--- src/rtl/core_c1_biu_pkg.sv ---
// Shared types for the c1 BIU arbiter: FSM state encoding, transaction owner and a counter-width helper.
package core_c1_biu_pkg;

    typedef enum logic [1:0] {
        IDLE = 2'd0,
        REQ  = 2'd1,
        RSP  = 2'd2
    } state_t;

    typedef enum logic {
        OWN_IF = 1'b0,
        OWN_LS = 1'b1
    } owner_t;

    // Bits needed to count 0..max_val inclusive.
    function automatic int cnt_width(int max_val);
        return (max_val < 1) ? 1 : $clog2(max_val + 1);
    endfunction

endpackage

--- src/rtl/core_c1_biu_arb_if.sv ---
// Bundle of requester, memory-port and status signals of the c1 BIU arbiter.
// Signal prefixes are relative to the arbiter: i_* flow into it, o_* flow out of it.
interface core_c1_biu_arb_if #(
    parameter int AW = 32,
    parameter int DW = 32
);
    logic              i_flush;

    logic              i_if_req_valid;
    logic [AW-1:0]     i_if_req_addr;
    logic              o_if_req_ready;
    logic              o_if_rsp_valid;
    logic [DW-1:0]     o_if_rsp_data;

    logic              i_ls_req_valid;
    logic              i_ls_req_we;
    logic [AW-1:0]     i_ls_req_addr;
    logic [DW-1:0]     i_ls_req_wdata;
    logic [DW/8-1:0]   i_ls_req_wstrb;
    logic              o_ls_req_ready;
    logic              o_ls_rsp_valid;
    logic [DW-1:0]     o_ls_rsp_data;

    logic              o_mem_req_valid;
    logic              o_mem_req_we;
    logic [AW-1:0]     o_mem_req_addr;
    logic [DW-1:0]     o_mem_req_wdata;
    logic [DW/8-1:0]   o_mem_req_wstrb;
    logic              i_mem_req_ready;
    logic              i_mem_rsp_valid;
    logic [DW-1:0]     i_mem_rsp_data;

    logic              o_busy;

    // Arbiter side: it masters the single BIU memory port.
    modport master (
        input  i_flush,
        input  i_if_req_valid, i_if_req_addr,
        output o_if_req_ready, o_if_rsp_valid, o_if_rsp_data,
        input  i_ls_req_valid, i_ls_req_we, i_ls_req_addr, i_ls_req_wdata, i_ls_req_wstrb,
        output o_ls_req_ready, o_ls_rsp_valid, o_ls_rsp_data,
        output o_mem_req_valid, o_mem_req_we, o_mem_req_addr, o_mem_req_wdata, o_mem_req_wstrb,
        input  i_mem_req_ready, i_mem_rsp_valid, i_mem_rsp_data,
        output o_busy
    );

    // Environment side: requesters plus the memory.
    modport slave (
        output i_flush,
        output i_if_req_valid, i_if_req_addr,
        input  o_if_req_ready, o_if_rsp_valid, o_if_rsp_data,
        output i_ls_req_valid, i_ls_req_we, i_ls_req_addr, i_ls_req_wdata, i_ls_req_wstrb,
        input  o_ls_req_ready, o_ls_rsp_valid, o_ls_rsp_data,
        input  o_mem_req_valid, o_mem_req_we, o_mem_req_addr, o_mem_req_wdata, o_mem_req_wstrb,
        output i_mem_req_ready, i_mem_rsp_valid, i_mem_rsp_data,
        input  o_busy
    );

endinterface

--- src/rtl/core_c1_biu_arb_sel.sv ---
// Grant selection for the c1 BIU arbiter: fixed LS priority with IF anti-starvation counter,
// or round-robin when C1_BIU_ARB_RR_EN is defined.
module core_c1_biu_arb_sel
    import core_c1_biu_pkg::*;
#(
    parameter int STARVE_MAX = 4
) (
    input  logic clk,
    input  logic rst_n,
    input  logic arb_en,
    input  logic if_valid,
    input  logic ls_valid,
    output logic gnt_if,
    output logic gnt_ls
);

`ifdef C1_BIU_ARB_RR_EN
    owner_t last_owner;

    // NOTE: every always_comb output gets a value on every path, so no latch is inferred.
    always_comb begin
        gnt_if = arb_en && if_valid && (last_owner == OWN_LS || !ls_valid);
        gnt_ls = arb_en && ls_valid && !gnt_if;
    end

    // Starts as if LS went last, so IF wins the first tie.
    always_ff @(posedge clk) begin
        if (!rst_n) begin
            last_owner <= OWN_LS;
        end else if (gnt_if) begin
            last_owner <= OWN_IF;
        end else if (gnt_ls) begin
            last_owner <= OWN_LS;
        end
    end
`else
    localparam int             CW      = cnt_width(STARVE_MAX);
    localparam logic [CW-1:0]  CNT_MAX = CW'(STARVE_MAX);

    logic [CW-1:0] starve_cnt;
    logic          force_if;

    // NOTE: every always_comb output gets a value on every path, so no latch is inferred.
    always_comb begin
        force_if = if_valid && (starve_cnt == CNT_MAX);
        gnt_ls   = arb_en && ls_valid && !force_if;
        gnt_if   = arb_en && if_valid && !gnt_ls;
    end

    // NOTE: state registers use non-blocking assignments so all flops update together.
    always_ff @(posedge clk) begin
        if (!rst_n) begin
            starve_cnt <= '0;
        end else if (gnt_if) begin
            starve_cnt <= '0;
        end else if (gnt_ls && if_valid && starve_cnt != CNT_MAX) begin
            starve_cnt <= starve_cnt + CW'(1);
        end
    end
`endif

endmodule

--- src/rtl/core_c1_biu_arb.sv ---
// c1 core BIU arbiter: serialises IF and LS requests onto one memory port, one transaction at a time.
// Define C1_BIU_ARB_RR_EN for round-robin arbitration instead of LS priority with starvation guard.
module core_c1_biu_arb
    import core_c1_biu_pkg::*;
#(
    parameter int AW         = 32,
    parameter int DW         = 32,
    parameter int STARVE_MAX = 4
) (
    input  logic              clk,
    input  logic              rst_n,
    core_c1_biu_arb_if.master bus
);

    state_t           state, state_nxt;
    owner_t           owner_r;
    logic             we_r;
    logic [AW-1:0]    addr_r;
    logic [DW-1:0]    wdata_r;
    logic [DW/8-1:0]  wstrb_r;
    logic             drop_r;

    logic             gnt_if, gnt_ls;
    logic             rsp_fire, if_rsp_d, ls_rsp_d;
    logic             if_rsp_valid_r, ls_rsp_valid_r;
    logic [DW-1:0]    if_rsp_data_r, ls_rsp_data_r;

    core_c1_biu_arb_sel #(
        .STARVE_MAX (STARVE_MAX)
    ) u_sel (
        .clk      (clk),
        .rst_n    (rst_n),
        .arb_en   (state == IDLE && rst_n),
        .if_valid (bus.i_if_req_valid),
        .ls_valid (bus.i_ls_req_valid),
        .gnt_if   (gnt_if),
        .gnt_ls   (gnt_ls)
    );

    always_ff @(posedge clk) begin
        if (!rst_n) state <= IDLE;
        else        state <= state_nxt;
    end

    always_comb begin
        state_nxt = state;
        rsp_fire  = (state == RSP) && bus.i_mem_rsp_valid;
        // A wash in the same cycle as the memory response still kills the fetch.
        if_rsp_d  = rsp_fire && owner_r == OWN_IF && !drop_r && !bus.i_flush;
        ls_rsp_d  = rsp_fire && owner_r == OWN_LS;
        unique case (state)
            IDLE:    if (gnt_if || gnt_ls)      state_nxt = REQ;
            REQ:     if (bus.i_mem_req_ready)   state_nxt = RSP;
            RSP:     if (bus.i_mem_rsp_valid)   state_nxt = IDLE;
            default:                            state_nxt = IDLE;
        endcase
    end

    // NOTE: hold registers are reset to zero so the memory-side fields read 0 after reset.
    always_ff @(posedge clk) begin
        if (!rst_n) begin
            owner_r <= OWN_IF;
            we_r    <= 1'b0;
            addr_r  <= '0;
            wdata_r <= '0;
            wstrb_r <= '0;
        end else if (gnt_ls) begin
            owner_r <= OWN_LS;
            we_r    <= bus.i_ls_req_we;
            addr_r  <= bus.i_ls_req_addr;
            wdata_r <= bus.i_ls_req_wdata;
            wstrb_r <= bus.i_ls_req_wstrb;
        end else if (gnt_if) begin
            owner_r <= OWN_IF;
            we_r    <= 1'b0;
            addr_r  <= bus.i_if_req_addr;
            wdata_r <= '0;
            wstrb_r <= '0;
        end
    end

    // Flush only marks an in-flight fetch; the memory request itself is never withdrawn.
    always_ff @(posedge clk) begin
        if (!rst_n) begin
            drop_r <= 1'b0;
        end else if (rsp_fire) begin
            drop_r <= 1'b0;
        end else if (bus.i_flush && owner_r == OWN_IF && state != IDLE) begin
            drop_r <= 1'b1;
        end
    end

    always_ff @(posedge clk) begin
        if (!rst_n) begin
            if_rsp_valid_r <= 1'b0;
            if_rsp_data_r  <= '0;
            ls_rsp_valid_r <= 1'b0;
            ls_rsp_data_r  <= '0;
        end else begin
            if_rsp_valid_r <= if_rsp_d;
            if_rsp_data_r  <= if_rsp_d ? bus.i_mem_rsp_data : '0;
            ls_rsp_valid_r <= ls_rsp_d;
            ls_rsp_data_r  <= (ls_rsp_d && !we_r) ? bus.i_mem_rsp_data : '0;
        end
    end

    assign bus.o_if_req_ready  = gnt_if;
    assign bus.o_ls_req_ready  = gnt_ls;
    assign bus.o_if_rsp_valid  = if_rsp_valid_r;
    assign bus.o_if_rsp_data   = if_rsp_data_r;
    assign bus.o_ls_rsp_valid  = ls_rsp_valid_r;
    assign bus.o_ls_rsp_data   = ls_rsp_data_r;
    assign bus.o_mem_req_valid = (state == REQ);
    assign bus.o_mem_req_we    = we_r;
    assign bus.o_mem_req_addr  = addr_r;
    assign bus.o_mem_req_wdata = wdata_r;
    assign bus.o_mem_req_wstrb = wstrb_r;
    assign bus.o_busy          = (state != IDLE);

endmodule

--- src/flat_wrapper.sv ---
// flat-port wrapper written by rule: the top's interface ports become plain ports
module core_c1_biu_arb_flat import core_c1_biu_pkg::*;
#(
    parameter int AW         = 32,
    parameter int DW         = 32,
    parameter int STARVE_MAX = 4
)
  (clk, rst_n, bus_i_flush, bus_i_if_req_valid, bus_i_if_req_addr, bus_o_if_req_ready, bus_o_if_rsp_valid, bus_o_if_rsp_data, bus_i_ls_req_valid, bus_i_ls_req_we, bus_i_ls_req_addr, bus_i_ls_req_wdata, bus_i_ls_req_wstrb, bus_o_ls_req_ready, bus_o_ls_rsp_valid, bus_o_ls_rsp_data, bus_o_mem_req_valid, bus_o_mem_req_we, bus_o_mem_req_addr, bus_o_mem_req_wdata, bus_o_mem_req_wstrb, bus_i_mem_req_ready, bus_i_mem_rsp_valid, bus_i_mem_rsp_data, bus_o_busy);
  core_c1_biu_arb_if #(.AW(AW), .DW(DW)) bus_i ();
  input  logic clk;
  input  logic rst_n;
  input wire logic [$bits(bus_i.i_flush)-1:0] bus_i_flush;
  input wire logic [$bits(bus_i.i_if_req_valid)-1:0] bus_i_if_req_valid;
  input wire logic [$bits(bus_i.i_if_req_addr)-1:0] bus_i_if_req_addr;
  output wire logic [$bits(bus_i.o_if_req_ready)-1:0] bus_o_if_req_ready;
  output wire logic [$bits(bus_i.o_if_rsp_valid)-1:0] bus_o_if_rsp_valid;
  output wire logic [$bits(bus_i.o_if_rsp_data)-1:0] bus_o_if_rsp_data;
  input wire logic [$bits(bus_i.i_ls_req_valid)-1:0] bus_i_ls_req_valid;
  input wire logic [$bits(bus_i.i_ls_req_we)-1:0] bus_i_ls_req_we;
  input wire logic [$bits(bus_i.i_ls_req_addr)-1:0] bus_i_ls_req_addr;
  input wire logic [$bits(bus_i.i_ls_req_wdata)-1:0] bus_i_ls_req_wdata;
  input wire logic [$bits(bus_i.i_ls_req_wstrb)-1:0] bus_i_ls_req_wstrb;
  output wire logic [$bits(bus_i.o_ls_req_ready)-1:0] bus_o_ls_req_ready;
  output wire logic [$bits(bus_i.o_ls_rsp_valid)-1:0] bus_o_ls_rsp_valid;
  output wire logic [$bits(bus_i.o_ls_rsp_data)-1:0] bus_o_ls_rsp_data;
  output wire logic [$bits(bus_i.o_mem_req_valid)-1:0] bus_o_mem_req_valid;
  output wire logic [$bits(bus_i.o_mem_req_we)-1:0] bus_o_mem_req_we;
  output wire logic [$bits(bus_i.o_mem_req_addr)-1:0] bus_o_mem_req_addr;
  output wire logic [$bits(bus_i.o_mem_req_wdata)-1:0] bus_o_mem_req_wdata;
  output wire logic [$bits(bus_i.o_mem_req_wstrb)-1:0] bus_o_mem_req_wstrb;
  input wire logic [$bits(bus_i.i_mem_req_ready)-1:0] bus_i_mem_req_ready;
  input wire logic [$bits(bus_i.i_mem_rsp_valid)-1:0] bus_i_mem_rsp_valid;
  input wire logic [$bits(bus_i.i_mem_rsp_data)-1:0] bus_i_mem_rsp_data;
  output wire logic [$bits(bus_i.o_busy)-1:0] bus_o_busy;
  assign bus_i.i_flush = bus_i_flush;
  assign bus_i.i_if_req_valid = bus_i_if_req_valid;
  assign bus_i.i_if_req_addr = bus_i_if_req_addr;
  assign bus_o_if_req_ready = bus_i.o_if_req_ready;
  assign bus_o_if_rsp_valid = bus_i.o_if_rsp_valid;
  assign bus_o_if_rsp_data = bus_i.o_if_rsp_data;
  assign bus_i.i_ls_req_valid = bus_i_ls_req_valid;
  assign bus_i.i_ls_req_we = bus_i_ls_req_we;
  assign bus_i.i_ls_req_addr = bus_i_ls_req_addr;
  assign bus_i.i_ls_req_wdata = bus_i_ls_req_wdata;
  assign bus_i.i_ls_req_wstrb = bus_i_ls_req_wstrb;
  assign bus_o_ls_req_ready = bus_i.o_ls_req_ready;
  assign bus_o_ls_rsp_valid = bus_i.o_ls_rsp_valid;
  assign bus_o_ls_rsp_data = bus_i.o_ls_rsp_data;
  assign bus_o_mem_req_valid = bus_i.o_mem_req_valid;
  assign bus_o_mem_req_we = bus_i.o_mem_req_we;
  assign bus_o_mem_req_addr = bus_i.o_mem_req_addr;
  assign bus_o_mem_req_wdata = bus_i.o_mem_req_wdata;
  assign bus_o_mem_req_wstrb = bus_i.o_mem_req_wstrb;
  assign bus_i.i_mem_req_ready = bus_i_mem_req_ready;
  assign bus_i.i_mem_rsp_valid = bus_i_mem_rsp_valid;
  assign bus_i.i_mem_rsp_data = bus_i_mem_rsp_data;
  assign bus_o_busy = bus_i.o_busy;
  core_c1_biu_arb #(.AW(AW), .DW(DW), .STARVE_MAX(STARVE_MAX)) u_core (.clk(clk), .rst_n(rst_n), .bus(bus_i));
endmodule
--- config.mk ---
export PLATFORM = sky130hd
export DESIGN_NAME = core_c1_biu_arb_flat
export DESIGN_NICKNAME = d
export VERILOG_FILES = /design/src/rtl/core_c1_biu_pkg.sv /design/src/rtl/core_c1_biu_arb_if.sv /design/src/rtl/core_c1_biu_arb_sel.sv /design/src/rtl/core_c1_biu_arb.sv /design/src/flat_wrapper.sv
export SDC_FILE = /design/constraint.sdc
export NUM_CORES = 1
export LEC_CHECK = 0
export BUFFER_PORTS_ARGS = -buffer_cell sky130_fd_sc_hd__clkbuf_2
export CAP_MARGIN = 0
export CORE_MARGIN = 3
export CORE_UTILIZATION = 39
export CTS_CLUSTER_SIZE = 25
export DETAILED_ROUTE_END_ITERATION = 6
export PLACE_DENSITY = 0.75
export SLEW_MARGIN = 25
export SYNTH_ARGS = -nofsm -noshare
export SYNTH_HDL_FRONTEND = slang
export SYNTH_SLANG_ARGS = --single-unit
--- constraint.sdc ---
create_clock -name clk -period 1.5 [get_ports clk]
set_input_delay 0.15 -clock clk [delete_from_list [all_inputs] [get_ports clk]]
set_output_delay 0.15 -clock clk [all_outputs]
set_load 0.01 [all_outputs]
==> results.txt, run 1 <==
run status - finished with violations
failing checks - setup timing
Lkg Pwr - 3.89 nW
final cell count without fillers - 1,013
Seq pwr share - 42.5%
Final nets - 974
design area - 8270 um2
Row Count - 40
Antenna Nets Post-Route - 0
Max-slew headroom - 81.9%
most frequent cells in the layout - clkbuf_2, dfxtp_1, dlygate4sd3_1
Clock transition at path regs - 60 ps
post-DP HPWL - 10.5 mm
Port Buffers - 278
switching share of power - 25.2%
Starting Density - 40.3%
Synthesized Nets - 607
final worst slack - -168 ps
worst hold path type - in -> reg
Power, Total - 9.60 mW
GRT Overall Usage - 25.0%
fillcell total - 857
layout cells sized above 1 - 45.2%
vias in the first global route - 5,324
vias - 5,194
cell chain of the critical path - inv_2 -> ha_4 -> buf_6 -> a21boi_4 -> buf_12 -> nor2_2 -> clkbuf_2
Die W - 118 um
Final GP Congestion - 0.792
overall die area - 13,900 um2
CTS sink cnt - 142
grt ovf - 0
Synth Instances - 465
Clock Tree Root - clkbuf_16
Wirelength per Cell - 17.7 um
Setup crit start - u_core.u_sel.starve_cnt[1]
Die H - 118 um
CP required - 1350 ps
Hold Slack - 12.2 ps
fin crit share - 111%
warnings from Yosys - 0
internal power - 7.18 mW
Synth Area per Inst - 10.5 um2
largest net degree at the start of global routing - 37
Tightest Pin Transition - 268 ps
crit end category - output port
Clk Latency, worst-skew pair - 420 ps
first-pass GRT wire length - 27.8 mm
Top delay family on crit path - buffers and inverters
most common cell after layout, fill and taps aside - clkbuf_2
HP Start - bus_i_mem_req_ready
Max Fclk - 600 MHz
H-tree depth - 4
Layout area overhead - 68.8%
antenna violations before repair - 0
synthesized cell area - 4900 um2
total CTS buffers - 17
Main synth FF type - dfxtp_1
reg2reg start - u_core.u_sel.starve_cnt[1]
Placed Instances - 891
Final Setup Violations - 25
EDFF count, synth - 0
Post-synth ARST share - 0%
Via density - 5.13
Hold Vio Cnt, Final - 0
clock buffer depth - 2
WS Path Type - reg -> out
combinational power share - 14.7%
critical-path maximum fanout - 4
RSZ-0062 raised after global routing - true
Worst Setup Start Kind - flop
number of unique standard cell types used by synthesis - 39
maximum vdd drop - 0.712 mV
final wirelength - 17.9 mm
Net Switching - 2.41 mW
WP buf/inv - 4
core area - 12,200 um2
Clock Skews - 12.1 ps
worst stage delay on the critical path - 330 ps
CP max stage cell - dfxtp_2
DRT Pass-1 Iters - 5
fin crit period - 1670 ps
sequential area share after synthesis - 58.0%
DRC viols - 0
pwr dens - 1160 nW/um2
Max-cap violations - 0
CTS tree - done
number of synthesized register bits - 142
n_diodes - 0
Ports - 279
clock share of power - 42.7%
Post-DP Area - 6540 um2
drt initial violations - 352
fin. max-slew vios - 0
Arr. time, crit path - 1520 ps
-- worst reg2reg max path: stages, from the launching register on --
cell	delay, ps
dfxtp_2	330
inv_2	50
ha_4	170
buf_6	120
a21boi_4	170
buf_4	150
buf_6	120
buf_16	130
buf_4	120
nor3_2	40
nor4_1	180
-- timing repair --
action | in CTS | in global routing
buffers inserted | 11 | 4
pin swaps | 5 | 31
endpoints found under the setup margin | 67 | 46
hold buffers | 69 | 0
gates cloned | 4 | 3
endpoints found under the hold margin | 99 | 0
gates resized for setup | 22 | 21
-- cell type report --
type	instances	area, um2	area share, %
inverters	6	22.5	0.272
multi-input cells	276	1880	22.8
repair buffers	389	2720	32.9
clock buffers	22	484	5.86
flip-flops and latches	142	2850	34.4
well taps	168	210	2.54
clock inverters	10	103	1.24
-- final timing paths --
| path | to | slack, ps | depth (start not counted) |
|---|---|---|---|
| setup / recovery | bus_o_if_req_ready | -170 | 7 |
| hold / removal | u_core.state[1] | 10 | 3 |
| setup reg to reg | u_core.bus.o_mem_req_addr[7] | -160 | 10 |
| hold reg to reg | u_core.bus.o_mem_req_wdata[17] | 480 | 1 |
-- logic make-up after synthesis --
family / synth area share [%]
and+or+nand+nor: 23.6
DFF: 58.0
AOI/OAI and AO/OA: 12.2
buffers and inverters: 5.62
adders and majority gates: 0.511
-- registers in the layout (all words and copies together), names as in the netlist --
name and flops:
u_core.bus.o_mem_req_we 1, u_core.drop_r 1, u_core.u_sel.starve_cnt 3, u_core.bus.o_ls_rsp_data 32
u_core.bus.o_if_rsp_data 32, u_core.bus.o_mem_req_wstrb 4, u_core.bus.o_mem_req_addr 32, u_core.bus.o_ls_rsp_valid 1
u_core.bus.o_mem_req_wdata 32, u_core.state 2, u_core.owner_r 1, u_core.bus.o_if_rsp_valid 1
-- power by group through the flow --
stage               combinational (mW)  clock, mW  sequential [mW]
floorplan                        0.475          0             4.22
global placement                  1.05          0             4.15
detailed placement                1.08          0             4.15
CTS                               1.34       4.15             4.07
global route                      1.51       4.36             4.10
finish                            1.41       4.10             4.08
-- routing by layer --
metal | part of all wire (%) | global-route usage, % | vias to the layer above
met5 | 0 | 0 | -
met4 | 4.1 | 11.6 | 0
met3 | 8.8 | 8.36 | 65
met2 | 48 | 41.7 | 346
met1 | 39 | 28.9 | 2388
li1 | - | - | 2395
-- through the flow --
step / TNS [ps] / worst slack [ps] / utilization, %
floorplan: 0 / 21.9 / -
global placement: 0 / 7.28 / 53.8
detailed placement: -1310 / -96.7 / 53.8
CTS: -1650 / -161 / 66.6
global route: -3960 / -216 / 68.0
finish: -1390 / -168 / 68.0
-- synth_stat cells (2+ instances only) --
| library cell | number | area, um2 |
|---|---|---|
| dfxtp_1 | 142 | 2840 |
| inv_1 | 6 | 22.5 |
| nand2_1 | 3 | 11.3 |
| nand3_1 | 4 | 20.0 |
| nor2_8 | 2 | 40.0 |
| a21oi_1 | 38 | 190 |
| buf_4 | 7 | 52.6 |
| nand4bb_1 | 2 | 22.5 |
| nand4_1 | 2 | 12.5 |
| buf_6 | 7 | 78.8 |
| buf_2 | 16 | 80.1 |
| nor3_1 | 65 | 325 |
| ha_1 | 2 | 25.0 |
| nor4_1 | 32 | 200 |
| nor2_1 | 6 | 22.5 |
| and2_1 | 64 | 400 |
| o21ai_0 | 4 | 20.0 |
| clkbuf_1 | 10 | 37.5 |
| a22o_1 | 33 | 289 |
No activity file was read; power rests on OpenSTA's default activity.
==> inputs of run 2 (changes only) <==
Settings changed: ABC_AREA set to 0, PLACE_DENSITY 0.75 to unset, PLACE_DENSITY_LB_ADDON set to 0.2, REMOVE_ABC_BUFFERS set to 1.
==> results.txt, run 2 (same netlist as run 1, synthesis figures left out) <==
Max-cap violations - 0 (unchanged)
maximum vdd drop - 1.30 mV (+83%)
most common cell after layout, fill and taps aside - clkbuf_2
Clock transition at path regs - 60 ps (about the same)
most frequent cells in the layout - clkbuf_2, dfxtp_1, dlygate4sd3_1
Max Fclk - 607 MHz (+1.3%)
n_diodes - 0 (unchanged)
DRC viols - 0 (unchanged)
fin crit share - 110% (-1.4 points)
Hold Slack - 31.5 ps (+19.4 ps)
Post-DP Area - 6540 um2 (about the same)
area of the multi-input gates - 1890 um2 (+0.33%)
CTS sink cnt - 142 (unchanged)
reg2reg path depth - 9 (-1)
worst stage delay on the critical path - 330 ps (about the same)
H-tree depth - 4 (unchanged)
design area - 8410 um2 (+1.7%)
final wirelength - 17.6 mm (-1.4%)
Via density - 4.99 (-2.7%)
Antenna Nets Post-Route - 0 (unchanged)
total CTS buffers - 17 (unchanged)
WP buf/inv - 4 (unchanged)
Final nets - 983 (+0.92%)
core area - 12,200 um2 (unchanged)
CP most frequent cell - buf_6
cell chain of the critical path - inv_2 -> ha_4 -> buf_6 -> a21boi_4 -> buf_6 -> nor2_4 -> buf_6
Seq. cell area - 2850 um2 (about the same)
hold depth - 3 (unchanged)
Tightest Pin Transition - 312 ps (+43.7 ps)
GRT Overall Usage - 23.6% (-1.4 points)
overall die area - 13,900 um2 (unchanged)
run status - finished with violations
Setup crit start - u_core.u_sel.starve_cnt[0]
Die W - 118 um (unchanged)
pwr dens - 1170 nW/um2 (+1.2%)
grt ovf - 0 (unchanged)
Top delay family on crit path - buffers and inverters
WS Path Type - reg -> out
Ports - 279 (unchanged)
worst hold path type - in -> reg
fillcell total - 907 (+5.8%)
crit end category - output port
Starting Density - 40.3% (unchanged)
largest net degree at the start of global routing - 36 (-2.7%)
Clk Latency, worst-skew pair - 420 ps (about the same)
antenna violations before repair - 0 (unchanged)
Port Buffers - 278 (unchanged)
CP required - 1350 ps (about the same)
vias - 5,097 (-1.9%)
Row Count - 40 (unchanged)
Wirelength per Cell - 17.3 um (-2.3%)
fin crit period - 1650 ps (-21.2 ps)
Final GP Congestion - 0.791 (-0.16%)
vias in the first global route - 5,242 (-1.5%)
Final Setup Violations - 29 (+16%)
reg2reg start - u_core.u_sel.starve_cnt[0]
Die H - 118 um (unchanged)
drt initial violations - 310 (-12%)
post-DP HPWL - 10.6 mm (+1.0%)
Worst Setup Start Kind - flop
Lkg Pwr - 3.94 nW (+1.3%)
HP Start - bus_i_mem_req_ready
CTS tree - done
critical-path maximum fanout - 2 (-2)
final worst slack - -147 ps (+21.2 ps)
DRT Pass-1 Iters - 5 (unchanged)
Layout area overhead - 71.7%
Arr. time, crit path - 1500 ps (-20 ps)
Power, Total - 9.87 mW (+2.9%)
clock buffer depth - 2 (unchanged)
RSZ-0062 raised after global routing - true
critical path depth - 7 (unchanged)
Clock Tree Root - clkbuf_16
layout cells sized above 1 - 45.8% (+0.58 points)
CP max stage cell - dfxtp_2
failing checks - setup timing
Clock Skews - 8.86 ps (-3.28 ps)
fin. max-slew vios - 0 (unchanged)
first-pass GRT wire length - 26.2 mm (-5.6%)
Max-slew headroom - 79.2% (-2.7 points)
Hold Vio Cnt, Final - 0 (unchanged)
-- run 2: metal layers --
| metal | GRT usage (%) | up-vias | part of all wire [%] |
|---|---|---|---|
| met5 | 0 | - | 0 |
| met4 | 9.45 | 0 | 2.2 |
| met3 | 10.0 | 36 | 9.2 |
| met2 | 42.0 | 245 | 52 |
| met1 | 24.4 | 2405 | 36 |
| li1 | - | 2411 | - |
-- run 2: metrics by stage --
step / setup TNS [ps] / util [%] / cells / setup WS [ps]
5_1_grt: -3660 / 69.1 / 1022 / -203
3_3_place_gp: 0 / 53.8 / 894 / 7.88
4_1_cts: -246 / 66.9 / 1012 / -124
2_1_floorplan: -56260 / - / 424 / -842
6_report: -1560 / 69.1 / 1022 / -147
3_5_place_dp: -452 / 53.8 / 894 / -51.6
-- run 2: cell type report --
| type | instances | area share [%] |
|---|---|---|
| sequential | 142 | 33.9 |
| timing repair buffer | 398 | 33.5 |
| multi-input combinational | 276 | 22.5 |
| clock buffer | 19 | 5.27 |
| tap | 168 | 2.50 |
| clock inverter | 13 | 2.11 |
| inverter | 6 | 0.298 |
-- run 2: path summary, 6_finish.rpt --
check | end | slack, ps
max | bus_o_if_req_ready | -150
min | u_core.state[1] | 30
max reg2reg | u_core.bus.o_mem_req_addr[21] | -110
min reg2reg | u_core.bus.o_mem_req_wdata[21] | 470
-- run 2: worst min-delay path, delay by kind of cell --
family                 cells  cell delay (ps)
and+or+nand+nor            1               80
buffers and inverters      1              100
AOI/OAI and AO/OA          1               70
-- run 2: power breakdown --
group | total (mW) | switching [mW] | internal [mW]
registers | 4.07 | 0.105 | 3.96
logic | 1.43 | 0.676 | 0.754
clock network | 4.38 | 1.68 | 2.70
total | 9.87 | 2.46 | 7.41
-- run 2: repair_timing --
item / CTS / global route
setup buffers: 14 / 5
resized for setup: 24 / 23
endpoints found under the setup margin: 35 / 39
hold buffers: 70 / 0
gates cloned: 2 / 7
pin swaps: 7 / 12
endpoints found under the hold margin: 102 / 0
